File: config.mk
export PLATFORM = sky130hd
export DESIGN_NAME = depremuat_buf
export DESIGN_NICKNAME = d
export VERILOG_FILES = /design/src/rtl/depremuat_buf.sv
export SDC_FILE = /design/constraint.sdc
export NUM_CORES = 2
export LEC_CHECK = 0
export ABC_AREA = 0
export CAP_MARGIN = 20
export CORE_MARGIN = 1.5
export CORE_UTILIZATION = 50
export CTS_BUF_LIST = sky130_fd_sc_hd__clkbuf_16
export CTS_CLUSTER_DIAMETER = 40
export DETAILED_ROUTE_END_ITERATION = 6
export PLACE_DENSITY = 0.77
export SYNTH_ARGS = -nofsm -noshare
export SYNTH_HDL_FRONTEND = slang
export SYNTH_SLANG_ARGS = --single-unit
File: constraint.sdc
create_clock -name clk -period 16.9 [get_ports clk]
set_clock_uncertainty 0.15 [all_clocks]
set_input_delay 5.07 -clock clk [delete_from_list [all_inputs] [get_ports clk]]
set_output_delay 5.07 -clock clk [all_outputs]
set_load 0.01 [all_outputs]
File: src/rtl/depremuat_buf.sv
// Ping-pong row reorder buffer: takes 4..32 coefficients in even-first butterfly order,
// four per beat, and replays each row in natural coefficient order, four per beat.
module depremuat_buf (
    input  logic               clk,
    input  logic               rst_n,
    input  logic               i_valid,
    output logic               i_ready,
    input  logic [1:0]         i_size,
    input  logic signed [27:0] i_0,
    input  logic signed [27:0] i_1,
    input  logic signed [27:0] i_2,
    input  logic signed [27:0] i_3,
    output logic               o_valid,
    output logic               o_last,
    output logic [1:0]         o_size,
    output logic signed [27:0] o_0,
    output logic signed [27:0] o_1,
    output logic signed [27:0] o_2,
    output logic signed [27:0] o_3
);

    localparam logic [1:0] ST_EMPTY    = 2'd0;
    localparam logic [1:0] ST_FILLING  = 2'd1;
    localparam logic [1:0] ST_FULL     = 2'd2;
    localparam logic [1:0] ST_DRAINING = 2'd3;

    function automatic logic [2:0] last_beat(input logic [1:0] sz);
        case (sz)
            2'd0:    last_beat = 3'd0;
            2'd1:    last_beat = 3'd1;
            2'd2:    last_beat = 3'd3;
            default: last_beat = 3'd7;
        endcase
    endfunction

    logic [1:0]         state_reg [2];
    logic [1:0]         bsize_reg [2];
    logic               wsel_reg;
    logic               rsel_reg;
    logic [2:0]         wcnt_reg;
    logic [2:0]         rcnt_reg;
    logic signed [27:0] mem [2][32];

    logic signed [27:0] din   [4];
    logic signed [27:0] rdata [4];
    logic [4:0]         waddr [4];
    logic [1:0]         wsize;
    logic [4:0]         whalf;
    logic               wr_en;
    logic               wlast;
    logic               rd_act;
    logic               rlast;

    assign din[0] = i_0;
    assign din[1] = i_1;
    assign din[2] = i_2;
    assign din[3] = i_3;

    // Size comes from the live input only on the first beat; later beats use the latched value.
    assign wsize   = (wcnt_reg == 3'd0) ? i_size : bsize_reg[wsel_reg];
    assign whalf   = 5'd2 << wsize;
    assign i_ready = (state_reg[wsel_reg] == ST_EMPTY) || (state_reg[wsel_reg] == ST_FILLING);
    assign wr_en   = i_valid && i_ready;
    assign wlast   = (wcnt_reg == last_beat(wsize));

    assign rd_act  = (state_reg[rsel_reg] == ST_FULL) || (state_reg[rsel_reg] == ST_DRAINING);
    assign rlast   = (rcnt_reg == last_beat(bsize_reg[rsel_reg]));

    // Each lane scatters its permuted position to the natural index, so reads are linear.
    generate
        for (genvar gi = 0; gi < 4; gi++) begin : g_lane
            logic [4:0] pos;
            logic [4:0] pos_hi;
            assign pos    = {wcnt_reg, 2'(gi)};
            assign pos_hi = pos - whalf;
            assign waddr[gi] = (pos < whalf) ? {pos[3:0], 1'b0} : {pos_hi[3:0], 1'b1};
            assign rdata[gi] = mem[rsel_reg][{rcnt_reg, 2'(gi)}];
        end
    endgenerate

    always_ff @(posedge clk) begin
        if (wr_en) begin
            for (int k = 0; k < 4; k++) begin
                mem[wsel_reg][waddr[k]] <= din[k];
            end
        end
    end

    always_ff @(posedge clk or negedge rst_n) begin
        if (!rst_n) begin
            state_reg[0] <= ST_EMPTY;
            state_reg[1] <= ST_EMPTY;
            bsize_reg[0] <= 2'd0;
            bsize_reg[1] <= 2'd0;
            wsel_reg     <= 1'b0;
            rsel_reg     <= 1'b0;
            wcnt_reg     <= 3'd0;
            rcnt_reg     <= 3'd0;
            o_valid      <= 1'b0;
            o_last       <= 1'b0;
            o_size       <= 2'd0;
            o_0          <= '0;
            o_1          <= '0;
            o_2          <= '0;
            o_3          <= '0;
        end else begin
            // Write and read sides never touch the same bank on one edge: their state sets are disjoint.
            if (wr_en) begin
                if (wcnt_reg == 3'd0) begin
                    bsize_reg[wsel_reg] <= i_size;
                end
                if (wlast) begin
                    state_reg[wsel_reg] <= ST_FULL;
                    wcnt_reg            <= 3'd0;
                    wsel_reg            <= ~wsel_reg;
                end else begin
                    state_reg[wsel_reg] <= ST_FILLING;
                    wcnt_reg            <= wcnt_reg + 3'd1;
                end
            end

            if (rd_act) begin
                o_valid <= 1'b1;
                o_last  <= rlast;
                o_size  <= bsize_reg[rsel_reg];
                o_0     <= rdata[0];
                o_1     <= rdata[1];
                o_2     <= rdata[2];
                o_3     <= rdata[3];
                if (rlast) begin
                    state_reg[rsel_reg] <= ST_EMPTY;
                    rcnt_reg            <= 3'd0;
                    rsel_reg            <= ~rsel_reg;
                end else begin
                    state_reg[rsel_reg] <= ST_DRAINING;
                    rcnt_reg            <= rcnt_reg + 3'd1;
                end
            end else begin
                o_valid <= 1'b0;
                o_last  <= 1'b0;
            end
        end
    end

endmodule
* Word-level counts from Yosys, hierarchy flattened
Memory sizes are Yosys's and may differ from the RTL's.
Cells that the tools add are included.
** Cells by class
- Muxes and demuxes :: 2745
- Equal/unequal tests :: 9
- $lt $le $gt $ge :: 20
- Div/mod/pow operators :: 0
- $mul :: 0
- Bitwise operators :: 2709
- Shift operators :: 1
- Reductions and logical operators :: 16
- Add/subtract/negate cells :: 6
** Operators with widths (count)
- $mux W896 :: 4
- $mux W1 :: 2691
- $or A1 B1 Y1 :: 2688
- $bmux W28 S5 :: 4
- $demux W28 S5 :: 4
- $mux W28 :: 12
- $ge A6 B6 Y1 const B :: 8
- $not A5 Y6 :: 8
- $mux W2 :: 15
- $lt A6 B1 Y1 const B :: 4
- $lt A5 B5 Y1 :: 4
- $mux W5 :: 4
- $pmux W3 S3 :: 2
- $mux W4 :: 4
- $sub A4 B4 Y4 :: 4
- $eq A2 B2 Y1 const B :: 4
- $logic_and A1 B1 Y1 :: 7
- $add A3 B1 Y3 const B :: 2
- $eq A2 B1 Y1 const B :: 3
- $eq A3 B3 Y1 :: 2
- $logic_not A2 Y1 :: 3
- $mux W3 :: 2
- $reduce_and A2 Y1 :: 3
- $shl A2 B2 Y5 const A :: 1
- 14 further kinds :: 23
** Storage, ports and cells
- Flip-flop bits (word level) :: 132
- Bits in latches :: 0
- Output and inout port bits :: 117
- Memories kept :: 1
- Bits in read-only memories :: 0
- Bits in writable memories :: 1792
** Memory list
- mem :: depth 2, width 896, read ports 1, clocked after Yosys merged registers in 0, wr ports 1, RTL line 42 : logic signed [27:0] mem [2][32];

* Depth between registers and ports, before layout
- Word-level depth :: 17
- Mapped depth :: 18
- Depth with buffers taken out :: 13

* Worst setup path before layout
No wires, ideal clock.
- Kind :: input to register
- Start point :: in i_size[0]
- End point :: mem mem[1][868] (netlist bit) (enable)
- Arrival :: 9.507 ns
- Stages on the path :: 10
- Path buffers :: 0
- Slack :: 6.760 ns
- Cells stage by stage :: mux2_4 -> nand2_1 -> inv_1 -> ha_1 -> ha_1 -> o21a_1 -> o21ai_0 -> and2_1 -> nand2_1 -> nor4_1
** On the way
- Longest elaborated chain between the ends :: 13
- Elaborated cells on any way between the ends :: 45
- Classes of those cells :: 4 x add/sub; 12 x order compare; 1 x shift; 17 x mux; 7 x bitwise; 4 x reduce/logical
** Ends and longest elaborated chain
- start: declaration :: RTL line 8 : input logic [1:0] i_size,
- $mux W2 (*) :: RTL line 60 : assign wsize = (wcnt_reg == 3'd0) ? i_size : bsize_reg[wsel_reg];
- $shl A2 B2 Y5 (*) :: RTL line 61 : assign whalf = 5'd2 << wsize;
- $sub A4 B4 Y4 / $lt A5 B5 Y1 (equally long branches) :: RTL line 75, 76
- $mux W5 :: RTL line 76 : assign waddr[gi] = (pos < whalf) ? {pos[3:0], 1'b0} : {pos_hi[3:0], 1'b1};
- $not A5 Y6 (implied by the code) :: RTL line 84 : mem[wsel_reg][waddr[k]] <= din[k];
- $ge A6 B6 Y1 (implied by the code) / $lt A6 B1 Y1 (equally long branches) :: RTL line 84
- $logic_and A1 B1 Y1 (implied by the code) :: RTL line 84
- $mux W28 (implied by the code) :: RTL line 84
- $demux W28 S5 :: RTL line 84
- $mux W896 (implied by the code) :: RTL line 84
- $or A1 B1 Y1 (no source line) (2 in series)
- $or A1 B1 Y1 (no source line) (*)
- end: declaration :: RTL line 42
Mark *: on every way between the ends. The rest lies on a longest branch, timed or not.

* Worst setup path after layout
- Start point :: in i_size[1]
- End point :: mem mem[0][577] (netlist bit) (enable)
Same word-level chain as after synthesis.

==> flow_metrics.tcl <==
set metrics [dict create \
    status "finished clean" \
    min_from "o_1[19]" \
    path_delay_family "compound AO/OA/AOI/OAI gates" \
    synth_area_per_cell_um2 18.58 \
    detail-route-antenna-nets 0 \
    cts_tree "built" \
    clock_sinks 1922 \
    crit-reg2reg-launch "wcnt_reg[1]" \
    antenna_found_initial 12 \
    holdCritPathClass "register to register" \
    rsz0062_at_grt "false" \
    ys_ff_latch 1922 \
    drive_gt1_share_pct 43.63 \
    placed_area_mm2 0.09091 \
    worstPathArrival_ns 9.99 \
    area_delta_synth_final_pct 15.13 \
    post-place-cells 6751 \
    cts_buffer_depth 3 \
    syn-cell-area_mm2 0.08634 \
    cts_buffers 237 \
    vias_per_cell 6.486 \
    maxCapViolations 0 \
    fin_area_mm2 0.09940 \
    initial_core_util_pct 50.33 \
    synthDistinctLibCells 66 \
    final_cell_mix "edfxtp_1 (1,792), mux2_2 (941), mux4_2 (560), nand2_1 (363), clkbuf_16 (238)" \
    fillCellCount 12330 \
    path_clk_slew_ns 0.06 \
    yosysWarnings 0 \
    async_flop_share_pct 6.764 \
    hold_viol 0 \
    grt_pass1_wl_um 345200 \
    holdBufCountCts 0 \
    min_period_ns 9.642 \
    clockRootBuffer "clkbuf_16" \
    synth_edf_count 1792 \
    setup_ws_ns 7.258 \
    die-height_um 418.5 \
    final_common_cell "edfxtp_1" \
    chipWidth_um 418.5 \
    core-area_mm2 0.1715 \
    reg2reg_depth 10 \
    grt_pass1_vias 48080 \
    yosysTopAreaCell "edfxtp_1" \
    die_area_mm2 0.1752 \
    nets 4816 \
    hold_slack_ns 0.3122 \
    finalCritPeriodShare_pct 57.06 \
    seq_area_frac_synth_pct 66.09 \
    drc 0 \
    worstPathMaxFanout 30 \
    worst-setup-path-type "input pin to register" \
    holdPathEnd "o_1[19]" \
    postCtsSetupBuffers 0 \
    r2r_end "mem[0][577]" \
    fmax_mhz 103.7 \
    syn_inst 4647 \
    synth_top_area_share_pct 62.33 \
    drtIter0Drc 5845 \
    clock_latency_ns 0.89 \
    drt-pass1-iter-count 5 \
    routed_wl_um 242000 \
    dp_slack_ns 6.437 \
    crit_chain "clkdlybuf4s50_1 > mux2_4 > nand2_1 > ha_1 > xor2_1 > a221o_1 > nand3_2 > a21oi_4" \
    max_stage_delay_ns 1.19 \
    relSlewSlack_pct 20.42 \
    num_vias 46780 \
    cp_num_buf_inv 1 \
    num_rows 152 \
    slowest_stage "a21oi_4" \
    setup_viol 0 \
    ioPinCount 234 \
    worst_setup_path_start_kind "input pin" \
    dp_hpwl_um 145000 \
    final.setup.tns_ns 0 \
    htreeDepth 4 \
    post_drt_wl_per_cell_um 33.55 \
    post-route-util_pct 57.95 \
    synth.net_count 4775 \
    ys.flop_type "edfxtp_1" \
    drv_slew 0 \
    ir_worst_vdd_mv 0.1566 \
    tightest_slew_ns 1.194 \
    rrSetupSlack_ns 9.85 \
    final_cells 7212 \
    largest_reg_flops 1792 \
    end_kind "register" \
    whs_path_depth 2 \
    place_congestion 0.8648 \
    port_buffers 233 \
    synth_area_leaders "edfxtp_1 (62%), mux4_2 (15%), mux2_2 (12%), dfrtp_1 (3.8%), clkbuf_1 (1.8%)" \
    leakagePower_nw 31.77 \
    gr-total-overflow 0 \
    worstPathRequired_ns 17.25 \
    total_power_mw 17.21 \
    power.density_mw_per_mm2 173.1 \
    grt_use_total_pct 27.74 \
    grt_max_degree 151 \
    cts-resized-gates 0 \
]
[power by group]
group	switching [mW]	internal [mW]	leakage, nW
Clock	2.18	3.05	4.08
Combinational	2.87	2.22	9.97
Sequential	0.334	6.55	17.7
[metal layers]
metal  global-route usage (%)  part of all wire, %  up-vias
li1                         -                    -    18620
met1                    35.07                   36    24860
met2                    46.14                   50     2711
met3                    5.043                  8.8      574
met4                    13.93                  5.7       10
met5                        0                0.024        -
[tightest hold or removal path, delay by kind of cell (launching register included)]
family | cells | cell delay (ns)
flip-flops | 1 | 0.34
AND/OR/NAND/NOR | 2 | 0.09
[cell usage after synthesis (5+ instances only)]
master / count
nor3_1: 8
edfxtp_1: 1792
clkbuf_1: 412
buf_4: 10
a21oi_1: 30
buf_1: 30
o21ai_0: 11
mux4_2: 560
nand3_1: 13
o21a_1: 6
nand2_1: 363
and3_1: 5
mux2_1: 73
buf_2: 101
nand4_1: 8
mux2_2: 941
and2_1: 11
nor2_1: 27
dfrtp_1: 130
inv_1: 14
ha_1: 10
nor4_1: 15
[layout make-up]
cell class	instances	area, um2	share of cell area (%)
antenna	4	10.01	0.01007
clock buffer	238	5956	5.991
clock inverter	211	2364	2.378
inverter	16	65.06	0.06545
multi-input combinational	2154	27570	27.74
sequential	1922	57080	57.42
tap	2310	2890	2.908
timing repair buffer	357	3468	3.489
[worst max-delay path by stage]
stage,start,end,slack [ns],cells past startpoint
2_1_floorplan,i_size[0],mem[1][868],6.76,10
3_3_place_gp,i_size[1],mem[1][471],6.56,8
3_5_place_dp,i_size[1],mem[0][577],6.44,8
4_1_cts,i_size[1],mem[0][577],7.40,8
5_1_grt,i_size[1],mem[0][577],7.03,8
6_report,i_size[1],mem[0][577],7.26,8
[cell families after synthesis]
logic type | count (synthesis) | synth area share, %
flops | 1922 | 66.09
mux | 1582 | 27.96
buf+inv | 571 | 2.690
simple gates | 483 | 2.478
compound gates | 73 | 0.5623
fa+ha+maj | 11 | 0.1681
xor+xnor | 5 | 0.05072
(Power assumes the default switching activity.)
